[config.mk]
export PLATFORM = sky130hd
export DESIGN_NAME = mul_share_arb
export DESIGN_NICKNAME = d
export VERILOG_FILES = /design/src/rtl/mul_share_arb.sv
export SDC_FILE = /design/constraint.sdc
export NUM_CORES = 1
export LEC_CHECK = 0
export ABC_CLOCK_PERIOD_IN_PS = 2300
export BUFFER_PORTS_ARGS = -buffer_cell sky130_fd_sc_hd__buf_2
export CORE_ASPECT_RATIO = 0.5
export CORE_MARGIN = 2
export CORE_UTILIZATION = 38
export DETAILED_ROUTE_END_ITERATION = 10
export HOLD_SLACK_MARGIN = 0.08
export MAX_ROUTING_LAYER = met4
export PLACE_DENSITY = 0.66
export SLEW_MARGIN = 15
export SYNTH_ARGS = -nofsm -noshare
export SYNTH_HDL_FRONTEND = slang
export SYNTH_SLANG_ARGS = --single-unit
[constraint.sdc]
create_clock -name clk -period 2.3 [get_ports clk]
set_clock_uncertainty 0.05 [all_clocks]
set_input_delay 0.23 -clock clk [delete_from_list [all_inputs] [get_ports clk]]
set_output_delay 0.23 -clock clk [all_outputs]
set_load 0.01 [all_outputs]
[src/rtl/mul_share_arb.sv]
// mul_share_arb: round-robin sharing of one combinational fp32 multiplier
// among NUM_REQ requesters. Operands are registered into the multiplier, the
// product runs through PIPE_STG result stages, and it lands in a
// credit-protected result FIFO tagged with the requester index.
//
// Build option: define MUL_SHARE_ARB_STALL_CNT_EN to build the credit-stall
// counter on stall_cnt. Without it, stall_cnt is tied to zero.
//
// Handshake: a transfer happens on a rising edge where valid and ready are
// both high. On the request side, req_ready is a combinational function of
// req_valid, so requesters must not derive req_valid from req_ready. On the
// response side, rsp_valid depends only on FIFO state, never on rsp_ready.
module mul_share_arb #(
   parameter int NUM_REQ    = 4,
   parameter int DATA_W     = 32,
   parameter int PIPE_STG   = 2,
   parameter int FIFO_DEPTH = 4
) (
   input  logic                         clk,
   input  logic                         rst,
   input  logic [NUM_REQ-1:0]           req_valid,
   output logic [NUM_REQ-1:0]           req_ready,
   input  logic [NUM_REQ*DATA_W-1:0]    req_a,
   input  logic [NUM_REQ*DATA_W-1:0]    req_b,
   input  logic [NUM_REQ*2-1:0]         req_rnd,
   output logic [DATA_W-1:0]            mul_a,
   output logic [DATA_W-1:0]            mul_b,
   output logic [1:0]                   mul_rnd,
   input  logic [DATA_W-1:0]            mul_res,
   output logic                         rsp_valid,
   input  logic                         rsp_ready,
   output logic [DATA_W-1:0]            rsp_data,
   output logic [$clog2(NUM_REQ)-1:0]   rsp_id,
   output logic [31:0]                  stall_cnt
);

   localparam int ID_W  = $clog2(NUM_REQ);
   localparam int PTR_W = $clog2(FIFO_DEPTH);
   localparam int CNT_W = $clog2(FIFO_DEPTH + 1);

   // Index p+k, wrapped into 0..NUM_REQ-1 (NUM_REQ need not be a power of two).
   function automatic logic [ID_W-1:0] ptr_add(input logic [ID_W-1:0] p, input int k);
      int s;
      s = int'(p) + k;
      if (s >= NUM_REQ) s = s - NUM_REQ;
      return ID_W'(s);
   endfunction

   // Arbitration state and grant
   logic [ID_W-1:0]    r_rr_ptr;
   logic [ID_W-1:0]    w_cand;
   logic [ID_W-1:0]    w_gnt_idx;
   logic               w_gnt_any;
   logic [NUM_REQ-1:0] w_grant;
   logic               w_credit_ok;
   logic               w_issue;

   // Operand stage (stage 0) and result stages 1..PIPE_STG
   logic [DATA_W-1:0]  r_mul_a;
   logic [DATA_W-1:0]  r_mul_b;
   logic [1:0]         r_mul_rnd;
   logic               r_s0_vld;
   logic [ID_W-1:0]    r_s0_id;
   logic               r_st_vld  [1:PIPE_STG];
   logic [ID_W-1:0]    r_st_id   [1:PIPE_STG];
   logic [DATA_W-1:0]  r_st_data [1:PIPE_STG];

   // Credits and result FIFO
   logic [CNT_W-1:0]   r_credits;
   logic [CNT_W-1:0]   r_count;
   logic [PTR_W-1:0]   r_wr_ptr;
   logic [PTR_W-1:0]   r_rd_ptr;
   logic [DATA_W-1:0]  r_fifo_data [FIFO_DEPTH];
   logic [ID_W-1:0]    r_fifo_id   [FIFO_DEPTH];
   logic               w_push;
   logic               w_pop;

   // Round-robin search upward from r_rr_ptr; first valid requester wins.
   always_comb begin
      w_grant   = '0;
      w_gnt_idx = '0;
      w_gnt_any = 1'b0;
      w_cand    = '0;
      for (int k = 0; k < NUM_REQ; k++) begin
         w_cand = ptr_add(r_rr_ptr, k);
         if (!w_gnt_any && req_valid[w_cand]) begin
            w_gnt_any = 1'b1;
            w_gnt_idx = w_cand;
         end
      end
      if (w_gnt_any) w_grant[w_gnt_idx] = 1'b1;
   end

   assign w_credit_ok = (r_credits != '0);
   assign req_ready   = w_grant & {NUM_REQ{w_credit_ok & ~rst}};
   assign w_issue     = w_gnt_any & w_credit_ok & ~rst;

   assign w_push    = r_st_vld[PIPE_STG];
   assign rsp_valid = (r_count != '0);
   assign w_pop     = rsp_valid & rsp_ready;

   // Issue: capture the winner's operands; operands hold when nothing issues.
   always_ff @(posedge clk) begin
      if (rst) begin
         r_rr_ptr  <= '0;
         r_mul_a   <= '0;
         r_mul_b   <= '0;
         r_mul_rnd <= '0;
         r_s0_vld  <= 1'b0;
         r_s0_id   <= '0;
      end else begin
         r_s0_vld <= w_issue;
         if (w_issue) begin
            r_rr_ptr  <= ptr_add(w_gnt_idx, 1);
            r_mul_a   <= req_a[w_gnt_idx*DATA_W +: DATA_W];
            r_mul_b   <= req_b[w_gnt_idx*DATA_W +: DATA_W];
            r_mul_rnd <= req_rnd[w_gnt_idx*2 +: 2];
            r_s0_id   <= w_gnt_idx;
         end
      end
   end

   assign mul_a   = r_mul_a;
   assign mul_b   = r_mul_b;
   assign mul_rnd = r_mul_rnd;

   // Result pipeline: stage 1 samples the multiplier, later stages shift; never stalls.
   always_ff @(posedge clk) begin
      if (rst) begin
         for (int s = 1; s <= PIPE_STG; s++) begin
            r_st_vld[s]  <= 1'b0;
            r_st_id[s]   <= '0;
            r_st_data[s] <= '0;
         end
      end else begin
         r_st_vld[1]  <= r_s0_vld;
         r_st_id[1]   <= r_s0_id;
         r_st_data[1] <= mul_res;
         for (int s = 2; s <= PIPE_STG; s++) begin
            r_st_vld[s]  <= r_st_vld[s-1];
            r_st_id[s]   <= r_st_id[s-1];
            r_st_data[s] <= r_st_data[s-1];
         end
      end
   end

   // Credits track free FIFO slots minus results still in the pipeline.
   always_ff @(posedge clk) begin
      if (rst) begin
         r_credits <= CNT_W'(FIFO_DEPTH);
      end else begin
         case ({w_issue, w_pop})
            2'b10:   r_credits <= r_credits - 1'b1;
            2'b01:   r_credits <= r_credits + 1'b1;
            default: r_credits <= r_credits;
         endcase
      end
   end

   // FIFO pointers and occupancy; credits guarantee no write ever finds it full.
   always_ff @(posedge clk) begin
      if (rst) begin
         r_wr_ptr <= '0;
         r_rd_ptr <= '0;
         r_count  <= '0;
      end else begin
         if (w_push) r_wr_ptr <= r_wr_ptr + 1'b1;
         if (w_pop)  r_rd_ptr <= r_rd_ptr + 1'b1;
         case ({w_push, w_pop})
            2'b10:   r_count <= r_count + 1'b1;
            2'b01:   r_count <= r_count - 1'b1;
            default: r_count <= r_count;
         endcase
      end
   end

   // FIFO storage; contents are only visible while the entry is valid.
   always_ff @(posedge clk) begin
      if (w_push) begin
         r_fifo_data[r_wr_ptr] <= r_st_data[PIPE_STG];
         r_fifo_id[r_wr_ptr]   <= r_st_id[PIPE_STG];
      end
   end

   assign rsp_data = rsp_valid ? r_fifo_data[r_rd_ptr] : '0;
   assign rsp_id   = rsp_valid ? r_fifo_id[r_rd_ptr]   : '0;

`ifdef MUL_SHARE_ARB_STALL_CNT_EN
   logic [31:0] r_stall_cnt;

   // Count cycles where someone wants to issue but no credit is left; saturates.
   always_ff @(posedge clk) begin
      if (rst) begin
         r_stall_cnt <= '0;
      end else if ((|req_valid) && (r_credits == '0) && (r_stall_cnt != 32'hFFFF_FFFF)) begin
         r_stall_cnt <= r_stall_cnt + 32'd1;
      end
   end

   assign stall_cnt = r_stall_cnt;
`else
   assign stall_cnt = 32'd0;
`endif

endmodule

==> results.cfg <==
[power_and_ir_drop]
cellLeakagePower_nw = 8.23
peakVddDrop_v = 0.000579
p_per_area_nw_per_um2 = 924
power_mw = 17.8

[setup_path]
crit_arrival_ps = 2140
rrSetupSlack_ps = -50
cp_max_fo = 3
end_kind = output pin
cpPeakStageDelay_ps = 560
startpoint_type = register
path_class = reg2out
required_ps = 2020
r2r-start = r_rr_ptr[0]
crit_slowest_cell = or4_4
ff2ff_path_depth = 9
r2r_end = mul_a[19]
crit_start = r_rr_ptr[0]
crit_path_cell_trace = nor2b_4 -> or4_4 -> nand2_4 -> clkinv_4 -> ha_2 -> and3_4 -> buf_6

[routing]
vias = 11300
drc = 0
ant_nets = 0
drtPass1Iterations = 8
wire_per_inst_um = 20.3
drt_iter0_markers = 641
wirelength_um = 44000
vias_per_cell = 5.21

[clock_tree]
path_clk_slew_ps = 70
clock_sinks = 289
cts_buffer_depth = 3
clk_latency_ps = 560
cts-buffers-inserted = 27
cts_tree = built
ctsHtreeMaxLevel = 1
cts_root_buffer = clkbuf_16

[global_routing]
grt_start_max_net_pins = 133
grt_pass1_wl_um = 66200
grt_pass1_vias = 11900
grt_util_all_layers_pct = 25.4
antenna_found_initial = 12
overflow = 0

[floorplanning]
die-height_um = 132
fp.dieW_um = 260
die_area_um2 = 34400
coreArea_um2 = 32000
ios = 440
row_count = 46
start_util_pct = 39.0

[yosys]
syn-instance-count = 1027
ys_types = 41
ys_top_cells_by_count = 153 x dfxtp_1, 136 x edfxtp_1, 74 x nor2b_1, 71 x nand2_1, 70 x and3_1
synth-edff-count = 136
async_flop_share_pct = 0
synth_area_um2 = 12500
synth_compound_area_share_pct = 11.2
synth_mux_area_share_pct = 11.6
synth_top_cell_area_share_pct = 32.7
yosys.area_share.adder_pct = 1.32
synth_area_leaders = edfxtp_1 33%, dfxtp_1 25%, mux4_2 6.1%
synth-xor-area-share_pct = 0.491
synth-simple-area-share_pct = 12.5
yosys.cell_count.top_type = dfxtp_1
ys_warn_count = 0
synth_area_leader_cell = edfxtp_1
synthFlopType = dfxtp_1
syn_avg_cell_area_um2 = 12.2
synth-seq-cells = 289
synth_top_family_by_area = simple AND/OR/NAND/NOR gates
ys_seq_area_share_pct = 57.3

[timing]
fin_crit_sh_pct = 105
setup_viol = 12
hold_viol = 0
relSlewSlack_pct = 59.2
period_minus_slack_ps = 2420
worst_pin_slew_ps = 612
rsz0062_at_grt = true
setup_slack_ps = -115
slew_viol_final = 0
setup-tns-final_ps = -438
clock.fmax_mhz = 414

[cells_and_area]
drive_above_1_share_pct = 34.0
areaGrowthSynthToFinish_pct = 54.2
final_nets = 2018
nFillCells = 2482
fin_area_um2 = 19200

[min_path]
worstHoldEndpoint = mul_b[1]
holdCritStartpoint = req_b[65]
hp-class = in2reg
min_path_cells = 4

[placement]
place.port_buffers = 407
dp_hpwl_um = 26100
gp_congestion = 0.935
place_ws_ps = 41.2
placed_cell_area_um2 = 14900

[status]
violations = negative setup slack
outcome = complete, but fails checks

[flow_run]
drv_cap = 0
## routing by layer
metal	wire, um	global-route usage [%]
met5	0	-
met4	2540	12.8
met3	2870	4.75
met2	22100	43.5
met1	16500	28.5
## how the worst max path moves through the flow
stage | end | slack [ps]
2_1_floorplan | r_credits[2] | 20
3_3_place_gp | r_credits[2] | 50
3_5_place_dp | r_credits[2] | 40
4_1_cts | req_ready[2] | -150
5_1_grt | req_ready[3] | -190
6_report | req_ready[0] | -120
## layout by cell type, fill, tap and decap left out, drive strengths merged, types with 40 or more instances in the layout
master       count
nand2           72
o211ai          66
edfxtp         136
dlygate4sd3    285
o21ai           70
and3            70
a21boi          66
and2            40
nor2b           74
dfxtp          153
mux2i           68
buf            441
## sequential cells by signal, indices dropped and copies added (netlist names), 3 cells and up, named ones only
signal	cells
mul_b	32
mul_a	32
r_fifo_id	8
r_st_id	4
r_count	3
r_fifo_data	128
r_credits	3
r_st_data	64
## final cells by class
cell class | count | area, um2 | share of cell area, %
clock inverters | 17 | 211 | 1.10
clock buffers | 32 | 714 | 3.71
multi-input cells | 645 | 4940 | 25.7
repair buffers | 728 | 5600 | 29.1
flip-flops and latches | 289 | 7160 | 37.2
diodes | 12 | 30.0 | 0.156
inverters | 12 | 52.6 | 0.273
well taps | 432 | 541 | 2.81
## what timing repair did
item / 4_1_cts / 5_1_grt
setup buffers: 3 / 6
setup endpoints to repair: 38 / 42
hold buffers: 284 / 1
pin swaps: 2 / 8
resized for setup: 40 / 52
gates cloned: 3 / 2
hold endpoints to repair: 100 / 1
## stage by stage
step	std cells	utilization (%)	hold slack, ps
after floorplan	1058	-	308
after global placement	1807	46.5	369
after detailed placement	1807	46.5	373
after CTS	2146	59.1	81.4
after global routing	2167	60.2	86.4
final	2167	60.2	46.0
## critical path: cells and delay by family (launching register included)
family | cells | cell delay [ps]
DFF | 1 | 370
adders and majority gates | 1 | 170
buffers and inverters | 2 | 190
and+or+nand+nor | 4 | 840
## kinds of logic (layout without fill, tap and decap cells)
family | count (synthesis) | after routing
flops | 289 | 289
simple gates | 281 | 281
compound gates | 211 | 211
buf+inv | 124 | 789
mux | 102 | 102
fa+ha+maj | 12 | 12
xor+xnor | 7 | 7
other cells | 1 | 44
## power breakdown
part | internal (mW) | switching (mW)
Clock | 2.61 | 2.07
Sequential | 6.07 | 0.418
Combinational | 3.30 | 3.31
Total | 12.0 | 5.80
(Power assumes the default switching activity.)
